<file path="config.mk">
export PLATFORM = sky130hd
export DESIGN_NAME = dma_ahb_master
export DESIGN_NICKNAME = d
export VERILOG_FILES = /design/src/rtl/dma_ahb_master.sv
export SDC_FILE = /design/constraint.sdc
export NUM_CORES = 1
export LEC_CHECK = 0
export CORE_UTILIZATION = 39
export CTS_CLUSTER_DIAMETER = 30
export CTS_CLUSTER_SIZE = 8
export DETAILED_ROUTE_END_ITERATION = 10
export GPL_TIMING_DRIVEN = 0
export PLACE_DENSITY = 0.8
export REMOVE_ABC_BUFFERS = 1
export SLEW_MARGIN = 20
export SYNTH_ARGS = -nofsm -noshare
export SYNTH_HDL_FRONTEND = slang
export SYNTH_SLANG_ARGS = --single-unit
export TNS_END_PERCENT = 30
</file>
<file path="constraint.sdc">
create_clock -name i_clk -period 2.1 [get_ports i_clk]
set_input_delay 0.21 -clock i_clk [delete_from_list [all_inputs] [get_ports i_clk]]
set_output_delay 0.21 -clock i_clk [all_outputs]
set_load 0.02 [all_outputs]
</file>
<file path="src/rtl/dma_ahb_master.sv">
// AHB-Lite master engine for the DMA: latches a granted stream's setup, runs one
// burst (or a run of singles) against the bus, and moves data to/from that stream's FIFO.
module dma_ahb_master #(
    parameter int numb_ch = 1,
    parameter int addr_w  = 32,
    // Stream select width (dma_log2 of the channel count, never below one bit).
    localparam int sel_w  = (numb_ch > 1) ? $clog2(numb_ch) : 1
) (
    input  logic              i_clk,
    input  logic              i_nreset,
    input  logic              i_master_en,
    input  logic [sel_w-1:0]  i_stream_sel,
    output logic              o_master_ready,
    input  logic [addr_w-1:0] i_addr  [numb_ch-1:0],
    input  logic [1:0]        i_size  [numb_ch-1:0],
    input  logic [1:0]        i_burst [numb_ch-1:0],
    input  logic              i_inc   [numb_ch-1:0],
    input  logic              i_write [numb_ch-1:0],
    input  logic [31:0]       i_wdata,
    output logic              o_fifo_rd,
    output logic              o_fifo_wr,
    output logic [31:0]       o_rdata,
    output logic [addr_w-1:0] o_haddr,
    output logic [1:0]        o_htrans,
    output logic [2:0]        o_hsize,
    output logic [2:0]        o_hburst,
    output logic              o_hwrite,
    output logic [31:0]       o_hwdata,
    input  logic [31:0]       i_hrdata,
    input  logic              i_hready,
    input  logic              i_hresp,
    output logic              o_done,
    output logic              o_error,
    output logic [sel_w-1:0]  o_done_stream,
    output logic [addr_w-1:0] o_done_addr
);

    typedef enum logic [1:0] {
        S_IDLE,
        S_ADDR,
        S_LAST,
        S_ERR
    } state_t;

    localparam logic [1:0] HT_IDLE   = 2'b00;
    localparam logic [1:0] HT_NONSEQ = 2'b10;
    localparam logic [1:0] HT_SEQ    = 2'b11;

    state_t            r_state;
    logic [sel_w-1:0]  r_sel;
    logic [1:0]        r_size;
    logic              r_inc;
    logic              r_write;
    logic              r_single;
    logic [4:0]        r_cnt;
    logic              r_dph;
    logic [addr_w-1:0] r_dph_addr;
    logic              r_ready;
    logic [addr_w-1:0] r_haddr;
    logic [1:0]        r_htrans;
    logic [2:0]        r_hsize;
    logic [2:0]        r_hburst;
    logic              r_hwrite;
    logic [31:0]       r_hwdata;
    logic [31:0]       r_rdata;
    logic              r_fifo_wr;
    logic              r_done;
    logic              r_error;
    logic [sel_w-1:0]  r_done_stream;
    logic [addr_w-1:0] r_done_addr;

    logic [numb_ch-1:0] w_hit;
    logic [addr_w-1:0]  w_g_addr;
    logic [1:0]         w_g_size_raw;
    logic [1:0]         w_g_size;
    logic [1:0]         w_g_burst;
    logic               w_g_inc;
    logic               w_g_write;
    logic [4:0]         w_g_beats;
    logic [10:0]        w_g_bytes;
    logic [10:0]        w_g_end;
    logic               w_g_single;
    logic [2:0]         w_g_hburst;
    logic               w_grant;
    logic               w_accept;
    logic               w_err1;
    logic [addr_w-1:0]  w_step;

    generate
        for (genvar gi = 0; gi < numb_ch; gi++) begin : g_hit
            assign w_hit[gi] = (i_stream_sel == sel_w'(gi));
        end
    endgenerate

    always_comb begin
        w_g_addr     = '0;
        w_g_size_raw = 2'd0;
        w_g_burst    = 2'd0;
        w_g_inc      = 1'b0;
        w_g_write    = 1'b0;
        for (int i = 0; i < numb_ch; i++) begin
            if (w_hit[i]) begin
                w_g_addr     = i_addr[i];
                w_g_size_raw = i_size[i];
                w_g_burst    = i_burst[i];
                w_g_inc      = i_inc[i];
                w_g_write    = i_write[i];
            end
        end
    end

    always_comb begin
        case (w_g_burst)
            2'd0:    w_g_beats = 5'd1;
            2'd1:    w_g_beats = 5'd4;
            2'd2:    w_g_beats = 5'd8;
            default: w_g_beats = 5'd16;
        endcase
    end

    // Bursts that would run past a 1 KB boundary (or never increment) fall back to singles.
    assign w_g_size   = (w_g_size_raw == 2'd3) ? 2'd2 : w_g_size_raw;
    assign w_g_bytes  = {6'b0, w_g_beats} << w_g_size;
    assign w_g_end    = {1'b0, w_g_addr[9:0]} + w_g_bytes;
    assign w_g_single = !w_g_inc || (w_g_end > 11'd1024) || (w_g_burst == 2'd0);
    assign w_g_hburst = w_g_single          ? 3'd0 :
                        (w_g_burst == 2'd1) ? 3'd3 :
                        (w_g_burst == 2'd2) ? 3'd5 : 3'd7;

    assign w_grant  = (r_state == S_IDLE) && r_ready && i_master_en;
    assign w_accept = (r_state == S_ADDR) && r_htrans[1] && i_hready;
    assign w_err1   = ((r_state == S_ADDR) || (r_state == S_LAST)) && r_dph && i_hresp && !i_hready;
    assign w_step   = {{(addr_w-1){1'b0}}, 1'b1} << r_size;

    always_ff @(posedge i_clk or negedge i_nreset) begin
        if (!i_nreset) begin
            r_state       <= S_IDLE;
            r_sel         <= '0;
            r_size        <= 2'd0;
            r_inc         <= 1'b0;
            r_write       <= 1'b0;
            r_single      <= 1'b0;
            r_cnt         <= 5'd0;
            r_dph         <= 1'b0;
            r_dph_addr    <= '0;
            r_ready       <= 1'b1;
            r_haddr       <= '0;
            r_htrans      <= HT_IDLE;
            r_hsize       <= 3'd0;
            r_hburst      <= 3'd0;
            r_hwrite      <= 1'b0;
            r_hwdata      <= 32'd0;
            r_rdata       <= 32'd0;
            r_fifo_wr     <= 1'b0;
            r_done        <= 1'b0;
            r_error       <= 1'b0;
            r_done_stream <= '0;
            r_done_addr   <= '0;
        end else begin
            r_fifo_wr <= 1'b0;
            r_done    <= 1'b0;
            r_error   <= 1'b0;
            case (r_state)
                S_IDLE: begin
                    if (w_grant) begin
                        r_sel    <= i_stream_sel;
                        r_size   <= w_g_size;
                        r_inc    <= w_g_inc;
                        r_write  <= w_g_write;
                        r_single <= w_g_single;
                        r_cnt    <= w_g_beats;
                        r_haddr  <= w_g_addr;
                        r_htrans <= HT_NONSEQ;
                        r_hsize  <= {1'b0, w_g_size};
                        r_hburst <= w_g_hburst;
                        r_hwrite <= w_g_write;
                        r_ready  <= 1'b0;
                        r_state  <= S_ADDR;
                    end else begin
                        r_ready <= 1'b1;
                    end
                end
                S_ADDR, S_LAST: begin
                    if (w_err1) begin
                        // Cancel the rest of the burst; the faulting beat stays in r_dph_addr.
                        r_htrans <= HT_IDLE;
                        r_cnt    <= 5'd0;
                        r_state  <= S_ERR;
                    end else if (i_hready) begin
                        if (r_dph && !r_write) begin
                            r_fifo_wr <= 1'b1;
                            r_rdata   <= i_hrdata;
                        end
                        if (r_state == S_LAST) begin
                            r_dph         <= 1'b0;
                            r_done        <= 1'b1;
                            r_done_addr   <= r_haddr;
                            r_done_stream <= r_sel;
                            r_state       <= S_IDLE;
                        end else if (w_accept) begin
                            r_dph      <= 1'b1;
                            r_dph_addr <= r_haddr;
                            r_cnt      <= r_cnt - 5'd1;
                            if (r_inc) begin
                                r_haddr <= r_haddr + w_step;
                            end
                            if (r_write) begin
                                r_hwdata <= i_wdata;
                            end
                            if (r_cnt == 5'd1) begin
                                r_htrans <= HT_IDLE;
                                r_state  <= S_LAST;
                            end else begin
                                r_htrans <= r_single ? HT_NONSEQ : HT_SEQ;
                            end
                        end
                    end
                end
                S_ERR: begin
                    if (i_hready) begin
                        r_dph         <= 1'b0;
                        r_done        <= 1'b1;
                        r_error       <= 1'b1;
                        r_done_addr   <= r_dph_addr;
                        r_done_stream <= r_sel;
                        r_state       <= S_IDLE;
                    end
                end
                default: r_state <= S_IDLE;
            endcase
        end
    end

    // HTRANS drops to IDLE within the first error cycle, before the register catches up.
    assign o_htrans       = w_err1 ? HT_IDLE : r_htrans;
    assign o_fifo_rd      = w_accept && r_write;
    assign o_master_ready = r_ready;
    assign o_haddr        = r_haddr;
    assign o_hsize        = r_hsize;
    assign o_hburst       = r_hburst;
    assign o_hwrite       = r_hwrite;
    assign o_hwdata       = r_hwdata;
    assign o_rdata        = r_rdata;
    assign o_fifo_wr      = r_fifo_wr;
    assign o_done         = r_done;
    assign o_error        = r_error;
    assign o_done_stream  = r_done_stream;
    assign o_done_addr    = r_done_addr;

endmodule

</file>
* Yosys cells after proc, flatten, opt, wreduce, memory -nomap -nowiden
Cells that the tools add are included.
W data, S select, Z words.
** Storage, ports and cells
- Output and inout port bits :: 143
- Word-level logic and storage cells :: 145
- Bits of input ports :: 108
- Flip-flop bits (word level) :: 184
** Cells by class
- Bitwise operators :: 2
- Add/sub/neg operators :: 3
- Shifts and indexed selects :: 2
- Reduce and logical (&&, ||, !) cells :: 29
- Order comparisons :: 1
- Muxes and demuxes :: 67
- Eq/ne operators :: 21
** Operator list (count)
- $mux W32 :: 11
- $pmux W32 S2 :: 2
- $mux W2 :: 18
- $add A32 B32 Y32 :: 1
- $shl A1 B2 Y32 const A :: 1
- $mux W5 :: 5
- $reduce_and A5 Y1 :: 5
- $mux W1 :: 22
- $ne A2 B2 Y1 const B :: 8
- $pmux W5 S3 :: 1
- $ne A3 B3 Y1 const B :: 4
- $add A10 B11 Y11 :: 1
- $gt A11 B11 Y1 const B :: 1
- $shl A5 B2 Y11 :: 1
- $pmux W5 S2 :: 1
- $logic_and A1 B1 Y1 :: 9
- $eq A2 B2 Y1 const B :: 4
- $ne A4 B4 Y1 const B :: 2
- $reduce_and A7 Y1 :: 1
- $mux W3 :: 2
- $pmux W1 S2 :: 3
- $pmux W2 S3 :: 1
- $reduce_and A6 Y1 :: 1
- $eq A5 B1 Y1 const B :: 1
- 11 further kinds :: 19

* Depth between registers and ports, before layout
- Depth after elaboration :: 9
- Mapped depth :: 13
- Depth with buffers taken out :: 11

* Worst setup path before layout
No wires, ideal clock.
- Kind :: input to register
- From :: input port i_stream_sel
- To :: register r_single
- Cell stages on the path :: 13
- Required time :: 1.980 ns
- Setup time :: 0.120 ns
- Data arrival time :: 2.760 ns
- Setup slack :: -0.780 ns
- Path buffers :: 3
- Cells stage by stage :: clkbuf_1 buf_1 clkbuf_1 nor2_1 nor2_1 ha_1 inv_1 fa_1 nor4bb_1 nand4_1 nor4b_1 nand4_1 o211a_1
** On the way
- Cells in the longest elaborated chain, start to end :: 8
- Elaborated cells between the ends (all ways) :: 16
- Those cells by class :: 1 x add/sub; 1 x order compare; 3 x eq/ne; 1 x shift; 6 x mux; 4 x reduce/logical
** RTL lines
- from (decl) :: RTL line 12 : input logic [sel_w-1:0] i_stream_sel,
- $mux W2 :: RTL line 102 : if (w_hit[i]) begin
- $eq A2 B2 Y1, or another cell as far along :: RTL line 113 : case (w_g_burst)
- $pmux W5 S3 / $mux W2 (equally long branches) :: RTL line 113, 122
- $shl A5 B2 Y11 :: RTL line 123 : assign w_g_bytes = {6'b0, w_g_beats} << w_g_size;
- $add A10 B11 Y11 :: RTL line 124 : assign w_g_end = {1'b0, w_g_addr[9:0]} + w_g_bytes;
- $gt A11 B11 Y1 :: RTL line 125 : assign w_g_single = !w_g_inc || (w_g_end > 11'd1024) || (w_g_burst == 2'd0);
- $logic_or A1 B1 Y1 :: RTL line 125
- $logic_or A1 B1 Y1 * :: RTL line 125
- to (signal assigned) :: RTL line 170 : r_single <= w_g_single;
- to (decl) :: RTL line 54 : logic r_single;
Every way passes the cells marked *; elsewhere a longest branch is shown, timed or not.
A chain may end at the register's enable or synchronous reset.

==> reports/summary.txt <==
Detailed Place HPWL: 18.7 mm
CP top delay family: simple AND/OR/NAND/NOR gates
Clock transition at path regs: 0.08 ns
routability cong.: 0.843
Total Routing Usage GR: 22.6%
clock root cell: clkbuf_16
maximum number of pins on one net before global-route repair: 89
initial antenna violation count: 0
Yosys cell types: 67
wl on met1: 11.3 mm
port buffer count: 249
clk buf depth: 2
worst slew pin tran: 0.742 ns
Slew HR: 50.5%
Ys Warns: 0
final count of negative-setup-slack endpoints: 28
status: finished with violations
fraction of registers with async set/reset: 100%
nature of the critical path startpoint: flip-flop
min-delay worst type: in -> reg
crit path time final: 2.50 ns
global-route wire length before repair: 42.8 mm
largest area contributor in the netlist: dfrtp_1
final hold violation count: 0
# diodes: 0
Max Cap Viol: 0
routed wire length: 28.5 mm
Post-synth top flop: dfrtp_1
setup ws final: -0.404 ns
ranking of synthesized cells by area: dfrtp_1 (49%), mux2_2 (8.2%), nand2_1 (7.0%), mux2i_1 (4.6%), o21ai_0 (3.3%)
drt wl/cell: 18.5 um
HP Start: i_size[1]
kind of end point of the critical path: flip-flop
die area: 24500 um2
failing checks: setup timing
die width: 156 um
Die H: 156 um
row count: 56
Crit path arrival time: 2.81 ns
Antenna Nets Post-Route: 0
DR WL met2: 14.4 mm
DR WL met3: 2.20 mm
CTS tree: built
area of the core: 23400 um2
Syn Inst Count: 944
vias post-DR: 8319
layout cells sized above 1: 20.5%
total gr overflow: 0
Post-Syn Area per Cell: 9.85 um2
number of synthesized flops with an enable pin: 0
Max Clock Skew: 0.0210 ns
critical path class: reg -> reg
Synth-to-Final Area Change: 47.8%
leakage power: 5.86 nW
Power Density: 1480 nW/um2
vias per inst: 5.39
CTS Buf Count: 17
Slowest Stage Delay on Critical Path: 0.54 ns
worst IR drop on VDD: 0.845 mV
Tot Pwr: 0.0204 W
DRC violations left: 0
critical path cell sequence: nor2_2 > ha_2 > inv_2 > fa_2 > nor2b_4 > o31ai_4 > buf_6 > or4_4 > o211ai_1 > nand3_1
sequential area share after synthesis: 49.5%
RSZ-0062 raised after global routing: yes
fin crit share: 119%
Mapped Area: 9300 um2
Post-Place Cell Area: 12200 um2
vias in the first global route: 8003
Worst-Skew Late Latency: 0.44 ns
design area: 13800 um2
Top Metal Used: met4
I/O Pins: 251
worst r2r src: o_hsize[0]
Synth top area share: 49.2%
Final Slew Violations: 0
CP required: 2.40 ns
critical path fanouts, max: 6
clk sinks: 184
Peak Freq: 399 MHz
Starting Density: 39.8%
CP max-delay cell: or4_4
#FFs+latches synth: 184
Layout Nets: 1337
CP startpoint: o_hsize[0]
H-tree levels: 4
Bufs and invs on worst path: 2
DRT Pass-1 Iters: 5
drt initial violations: 570
[power breakdown]
group	internal, W	total, W	leakage, nW	switching [W]
logic	0.00506	0.0111	3.28	0.00603
registers	0.00497	0.00613	2.30	0.00116
clock network	0.00159	0.00315	0.283	0.00156
[metal layers]
layer	vias up	track usage [%]
met5	-	0
met4	0	7.56
met3	50	4.98
met2	371	39.3
met1	4039	27.5
li1	3859	-
[cell usage after synthesis, types with 3 or more instances]
master,count
dfrtp_1,183
nand2_1,173
mux2_2,68
o21ai_0,61
mux2i_1,43
nor2_1,41
clkbuf_1,35
a21oi_1,33
nand3_1,27
nor3_1,27
inv_1,26
nor2b_1,22
ha_1,17
o22ai_1,14
buf_2,13
nand4_1,12
and3_1,11
nand2b_1,10
buf_1,9
nor3b_1,7
a211oi_1,6
and2_1,6
o211ai_1,6
o311ai_0,6
or3_1,6
a21o_1,5
a221o_1,5
nor4_1,5
a211o_1,4
and4_1,4
o31ai_1,4
a31oi_1,3
o21a_1,3
o41ai_1,3
[per-stage QoR]
stage	setup WS, ns	TNS [ns]	hold WS, ns	util, %	std cells
floorplan	-3.19	-323.02	-0.0856	-	884
global placement	-7.02	-1946.06	0.455	51.0	1452
detailed placement	-1.96	-198.20	0.0762	52.0	1462
CTS	-0.360	-10.53	0.193	56.6	1522
global route	-0.479	-9.46	0.0540	58.8	1542
finish	-0.404	-6.20	0.0517	58.8	1542
[path summary, 6_finish.rpt]
kind | end | slack [ns] | depth (start not counted)
min in group asynchronous | o_rdata[26] | 0.21 | 2
worst max-delay path | o_haddr[30] | -0.40 | 10
worst min register to register | o_rdata[28] | 0.47 | 2
max in group asynchronous | o_haddr[20] | 0.78 | 4
worst min-delay path | o_hsize[1] | 0.05 | 3
worst max register to register | o_haddr[30] | -0.40 | 10
[logic make-up (layout without fill, tap and decap cells)]
kind of cell / count (synthesis) / count (layout) / synth area share [%]
and+or+nand+nor: 372 / 373 / 19.4
DFF: 184 / 184 / 49.5
AOI/OAI and AO/OA: 167 / 167 / 11.3
muxes: 111 / 111 / 12.9
buffers and inverters: 86 / 364 / 3.81
adders and majority gates: 19 / 19 / 2.72
xor gates and xnor gates: 4 / 4 / 0.377
other: 1 / 1 / 0.0403
[repair_timing]
item,in CTS,in global routing
gates resized for setup,70,117
endpoints found under the hold margin,95,0
cloned,2,2
buffers inserted,25,18
pin swaps,37,33
hold buffers,1,0
endpoints found under the setup margin,178,149
[sequential cells by signal, indices dropped and copies added, names as in the netlist, 2 cells and up]
signal	flops
r_cnt	5
o_rdata	32
o_hsize	2
r_dph_addr	32
o_hburst	3
o_done_addr	32
r_state	2
o_hwdata	32
o_haddr	32
r_htrans	2
[final cells by class]
cell class,instances,area (um2)
clock inverter,15,153
timing repair buffer,304,3180
tap,319,399
multi-input combinational,675,4870
fill,1900,9650
clock buffer,17,425
timing repair inverter,2,15.0
sequential,184,4610
inverter,26,105
[worst register-to-register path: stages, from the launching register on]
cell      delay (ns)
dfrtp_2         0.43
nor2_2          0.11
ha_2            0.19
inv_2           0.04
fa_2            0.37
nor2b_4         0.17
o31ai_4         0.09
buf_6           0.15
or4_4           0.54
o211ai_1        0.17
nand3_1         0.11
[cells in the final DEF (no fill, tap or decap), types with 24 or more instances in the layout]
master	Yosys	routed
nand3_1	27	25
nor3_1	27	24
a21oi_1	33	31
dfrtp_1	183	180
clkdlybuf4s50_1	0	238
o21ai_0	61	40
mux2_2	68	68
nor2_1	41	32
buf_4	2	33
mux2i_1	43	43
nand2_1	173	169
Note: power is estimated with default switching activity, not from simulation.
==> RTL change 1 (same settings) <==
Make the reset (`i_nreset`) synchronous in one clocked block.
--- a/src/rtl/dma_ahb_master.sv
+++ b/src/rtl/dma_ahb_master.sv
@@ -132,7 +132,7 @@
     assign w_err1   = ((r_state == S_ADDR) || (r_state == S_LAST)) && r_dph && i_hresp && !i_hready;
     assign w_step   = {{(addr_w-1){1'b0}}, 1'b1} << r_size;
 
-    always_ff @(posedge i_clk or negedge i_nreset) begin
+    always_ff @(posedge i_clk) begin
         if (!i_nreset) begin
             r_state       <= S_IDLE;
             r_sel         <= '0;
Behaviour: differs if i_nreset is asserted again (counterexample within 4 cycles, from zero or initial values and one cycle with i_nreset low); with i_nreset held inactive, the same outputs for 4 cycles.
==> RTL change 1 against the original RTL <==
  * Utilization increased by 2.4 points
  * Synthesized area down 7.9%
  * Global-route usage grew 2.0 points
  * Count of clock-buffer cells in the layout did not move
  * Wire length rose by 3.5%
  * Via count up 9.3%
  * Sequential cell count unchanged
  * Cell area is 5.4% lower
  * Die area fell by 7.8%
  * First-iteration DRC count rose by 39%
  * The flow still finishes with violations (negative setup slack)
  * Largest cell class unchanged
  * Setup slack better by 0.15 ns
Power is not compared: it rests on default switching activity, and its combinational part moved more than twofold at a synthesized area within 25%.
==> RTL change 1: results (changes against the original RTL) <==
stage,metric,value,unit,change
sta,setup_viol,27,,-3.6%
global_route,grt_max_degree,133,,+49%
worst_setup_path,path_max_fanout,6,,unchanged
global_route,grt_pass1_vias,8289,,+3.6%
sta,tightest_slew,1.097,ns,+0.3544 ns
worst_setup_path,path_delay_family,simple AND/OR/NAND/NOR gates,,
power,p_int,8.329,mW,
sta,fin_ws,-0.2550,ns,+0.1490 ns
sta,skew,0.009529,ns,-0.01149 ns
clocking,clock_latency,0.43,ns,
cells_and_area,antenna_cells,0,,unchanged
clocking,cts_buffers,17,,unchanged
synthesis,async_reset_ff_share,0,%,-100 points
placed_design,placedCellCount,1543,,+5.5%
outcome,violations,negative setup slack,,
worst_setup_path,cp-startpoint,o_hsize[0],,
worst_setup_path,slowest_delay,0.36,ns,-0.18 ns
drt,initialDrtViolationCount,790,,+39%
sta,tns,-2.558,ns,+3.641 ns
synthesis,seq_area_frac_synth,43.00,%,-6.5 points
clocking,clk_pin_slew_worst_paths,0.07,ns,
synthesis,synth_cells,1092,,+16%
worst_setup_path,crit_type,reg2reg,,
power,powerSeq,4.59,mW,
placed_design,post-place-ws,-1.836,ns,+0.1212 ns
drt,vias,9089,,+9.3%
sta,hold_violations,0,,unchanged
synthesis,yosys-top-cells-area,"dfxtp_1 43%, nand2_1 11%, a21oi_1 7.9%, mux2i_1 4.9%, nor2_1 3.9%",,
power,pwr-share-comb,40.2,%,
hold_path,hold_class,in2reg,,
global_route,grt_pass1_wl,43.64,mm,+2.1%
cells_and_area,drive_above_1_share,16.14,%,-4.4 points
clocking,cts_buffer_depth,2,,unchanged
power,p_leak,4.529,nW,
placed_design,place_area,0.01126,mm²,-7.5%
outcome,status,finished with violations,,
power,p_comb,5.33,mW,
worst_setup_path,crit_arrival,2.65,ns,-0.16 ns
synthesis,yosysUniqueCellTypes,66,,-1.5%
drt,via_per_inst,5.549,,+2.9%
power,ir_drop,0.0006506,V,
placed_design,dpl.hpwl,18.04,mm,-3.4%
clocking,cts_htree_levels,4,,unchanged
global_route,grtUsageTotal,24.53,%,+2.0 points
worst_setup_path,cpMaxStageDelayCell,dfxtp_4,,
synthesis,yosysWarnings,0,,unchanged
placed_design,gp_congestion,0.9053,,+7.3%
drt,routed_wl,29.53,mm,+3.5%
placed_design,port_buffers,249,,unchanged
hold_path,worstHoldStart,i_size[0],,
synthesis,synth_flop_cell,dfxtp_1,,
clocking,root_buffer,clkbuf_16,,
global_route,antenna_found_initial,0,,unchanged
drt,first_pass_iters,7,,+2
synthesis,synthTopCellsByCount,"247 x nand2_1, 184 x dfxtp_1, 136 x a21oi_1",,
[RTL change 1: cell types whose count changed in the layout (fill, tap and decap cells not counted), moves of 17 or more]
| cell | before | now |
|---|---|---|
| dfxtp_1 | 0 | 178 |
| a21oi_1 | 31 | 132 |
| dfrtp_1 | 180 | 0 |
| a211oi_1 | 4 | 35 |
| mux2_2 | 68 | 1 |
| buf_4 | 33 | 51 |
| nand2_1 | 169 | 242 |
| nor2_1 | 32 | 83 |
| o21ai_1 | 20 | 3 |
[RTL change 1: layout make-up]
cell class,instances,area (µm²)
timing repair buffer,322,3261
fill,1759,8274
clock inverter,15,183.9
clock buffer,17,425.4
tap,275,344.1
sequential,184,3701
inverter,18,87.58
multi-input combinational,807,5010
[RTL change 1: worst paths after layout]
kind / cells after the start / slack (ns) / to
min reg2reg: 2 / 0.45 / o_hwdata[20]
max: 11 / -0.25 / o_haddr[26]
min: 3 / 0.04 / o_hsize[0]
max reg2reg: 11 / -0.25 / o_haddr[26]
[RTL change 1: metal layers]
layer / vias to the layer above / track usage (%) / share of wire (%)
met3: 86 / 4.545 / 7.4
met5: - / 0 / 0
met4: 0 / 10.76 / 3.6
met1: 4245 / 30.81 / 40
met2: 436 / 40.88 / 49
li1: 4322 / - / -
[RTL change 1: timing repair]
action,4_1_cts,5_1_grt
resized for setup,130,62
setup buffers,38,22
endpoints found under the setup margin,179,70
pin swaps,32,35
gates cloned,3,0
[RTL change 1: cell families (layout without fill, tap and decap cells)]
family	after synthesis	in the layout	share of synthesized area, %
AND/OR/NAND/NOR	462	464	23.91
AO/OA/AOI/OAI	275	275	19.65
flip-flops	184	184	43.00
buffers and inverters	103	372	4.893
multiplexers	43	43	5.039
adder cells (fa/ha/maj)	19	19	2.951
XOR/XNOR	5	5	0.5113
other	1	1	0.04378
==> RTL change 2 (same flow settings) <==
Made on the original files. Set the parameter `numb_ch` to 2 (it was 1).
--- a/src/rtl/dma_ahb_master.sv
+++ b/src/rtl/dma_ahb_master.sv
@@ -1,7 +1,7 @@
 // AHB-Lite master engine for the DMA: latches a granted stream's setup, runs one
 // burst (or a run of singles) against the bus, and moves data to/from that stream's FIFO.
 module dma_ahb_master #(
-    parameter int numb_ch = 1,
+    parameter int numb_ch = 2,
     parameter int addr_w  = 32,
     // Stream select width (dma_log2 of the channel count, never below one bit).
     localparam int sel_w  = (numb_ch > 1) ? $clog2(numb_ch) : 1
Ports: changed (5 resized); port bits go from 251 to 289. No check against the original RTL was run, so the function may have changed too.
==> RTL change 2 against the original RTL <==
  * The flow still finishes with violations (negative setup slack)
  * Synthesized area up 0.40%
  * Wire length up 1.4%
  * Cell area up 5.5%
  * Synthesized cell count down 4.3%
  * Power up 9.6%
  * Maximum frequency down 5.0%
  * Setup slack worse by 0.13 ns
  * Sequential cell count unchanged
==> RTL change 2: results (changes against the original RTL) <==
stage,metric,value,unit,change
synthesis,yosys-top-cells-area,"dfrtp_1 49%, mux2_2 12%, nand2_1 7.2%, mux2i_1 6.5%, o21ai_0 3.4%",,
drt,initialDrtViolationCount,489,,-14%
drt,wl_per_cell,18.38,µm,-0.65%
hold_path,hold_class,in2async,,
synthesis,seq_area_frac_synth,49.31,%,-0.20 points
outcome,violations,negative setup slack,,
cells_and_area,nFillCells,1860,,-2.1%
clocking,postCtsSetupRepairBufs,46,,+84%
clocking,clock_latency,0.42,ns,-0.02 ns
power,p_leak,6.193,nW,+5.6%
cells_and_area,final_nets,1407,,+5.2%
placed_design,post-place-ws,-1.771,ns,+0.1862 ns
clocking,cts_resized,111,,+59%
drt,vias,8302,,-0.20%
power,ir_drop,0.0006909,V,-18%
sta,skew,0.01167,ns,-0.009344 ns
sta,whs,0.2202,ns,+0.1685 ns
placed_design,dpl.hpwl,18.83,mm,+0.76%
sta,setup_viol,33,,+18%
global_route,grt_pass1_wl,44.16,mm,+3.3%
placed_design,gp_congestion,0.8479,,+0.53%
outcome,status,finished with violations,,
global_route,grt_max_degree,90,,+1.1%
synthesis,synthTopCellsByCount,"183 x dfrtp_1, 180 x nand2_1, 97 x mux2_2",,
global_route,grtUsageTotal,23.03,%,+0.46 points
placed_design,port_buffers,287,,+15%
sta,fin_ws,-0.5362,ns,-0.1322 ns
drt,first_pass_iters,6,,+1
## RTL change 2: changes by cell type after synthesis, sizes merged, moves of 6 or more
cell and delta:
mux2i +18, inv -10, nor2 -16, nor3 -20, nand3 -10, a21oi +9, mux2 +31, o311ai -6
clkbuf -13, nor2b -15, o22ai +12, nand2 +6
## RTL change 2: layout make-up
type	count	area (µm²)	area share, %
Multi-Input combinational cell	654	5051	34.82
Inverter	16	63.81	0.4399
Timing Repair Buffer	367	3779	26.05
Clock inverter	13	162.7	1.121
Clock buffer	19	432.9	2.985
Antenna cell	1	2.502	0.01725
Timing Repair inverter	1	7.507	0.05176
Sequential cell	184	4607	31.76
Tap cell	319	399.1	2.752
## RTL change 2: critical path, cell delays in order
cell	delay [ns]
buf_16	0.11
buf_16	0.14
mux2_4	0.34
nor2_4	0.14
and3_4	0.21
ha_4	0.14
inv_2	0.04
fa_2	0.37
xnor2_2	0.15
nor3b_2	0.18
nand3_1	0.14
a2111oi_4	0.41
a31oi_4	0.17
o22a_1	0.18
## RTL change 2: logic make-up (layout without fill, tap and decap cells)
group	Yosys count	count (layout)	share of synthesized area (%)
other	1	3	0.04015
AOI/OAI and AO/OA	177	177	11.78
muxes	160	160	18.47
buffers and inverters	67	416	2.974
xor gates and xnor gates	7	7	0.6564
and+or+nand+nor	287	288	13.93
adders and majority gates	20	20	2.840
DFF	184	184	49.31
## RTL change 2: per-layer routing
| layer | routed length, µm | part of all wire, % | GRT usage, % |
|---|---|---|---|
| met5 | 0 | 0 | 0 |
| met3 | 1792 | 6.2 | 5.566 |
| met4 | 410 | 1.4 | 4.528 |
| met1 | 12030 | 42 | 29.09 |
| met2 | 14700 | 51 | 39.92 |
## RTL change 2: how the worst max path moves through the flow
stage	startpoint	to	slack, ns
2_1_floorplan	r_state[0]	o_done_stream	-3.19
3_3_place_gp	i_nreset	o_rdata[12]	-7.02
3_5_place_dp	i_stream_sel	r_single	-1.77
4_1_cts	i_stream_sel	r_single	-0.59
5_1_grt	i_stream_sel	r_single	-0.58
6_report	i_stream_sel	r_single	-0.54
## RTL change 2: power by group
part	switching (mW)	total [mW]	internal, mW
Combinational	6.37	12.5	6.12
Clock	1.48	3.27	1.80
Sequential	1.36	6.57	5.21
Total	9.20	22.3	13.1
## RTL change 2: stage by stage
step | TNS, ns | instances | instance area (µm²)
2_1_floorplan | -340.57 | 853 | 9126
3_3_place_gp | -2005.44 | 1459 | 12400
3_5_place_dp | -98.59 | 1471 | 12690
4_1_cts | -8.739 | 1555 | 14140
5_1_grt | -11.20 | 1573 | 14500
6_report | -6.942 | 1574 | 14510
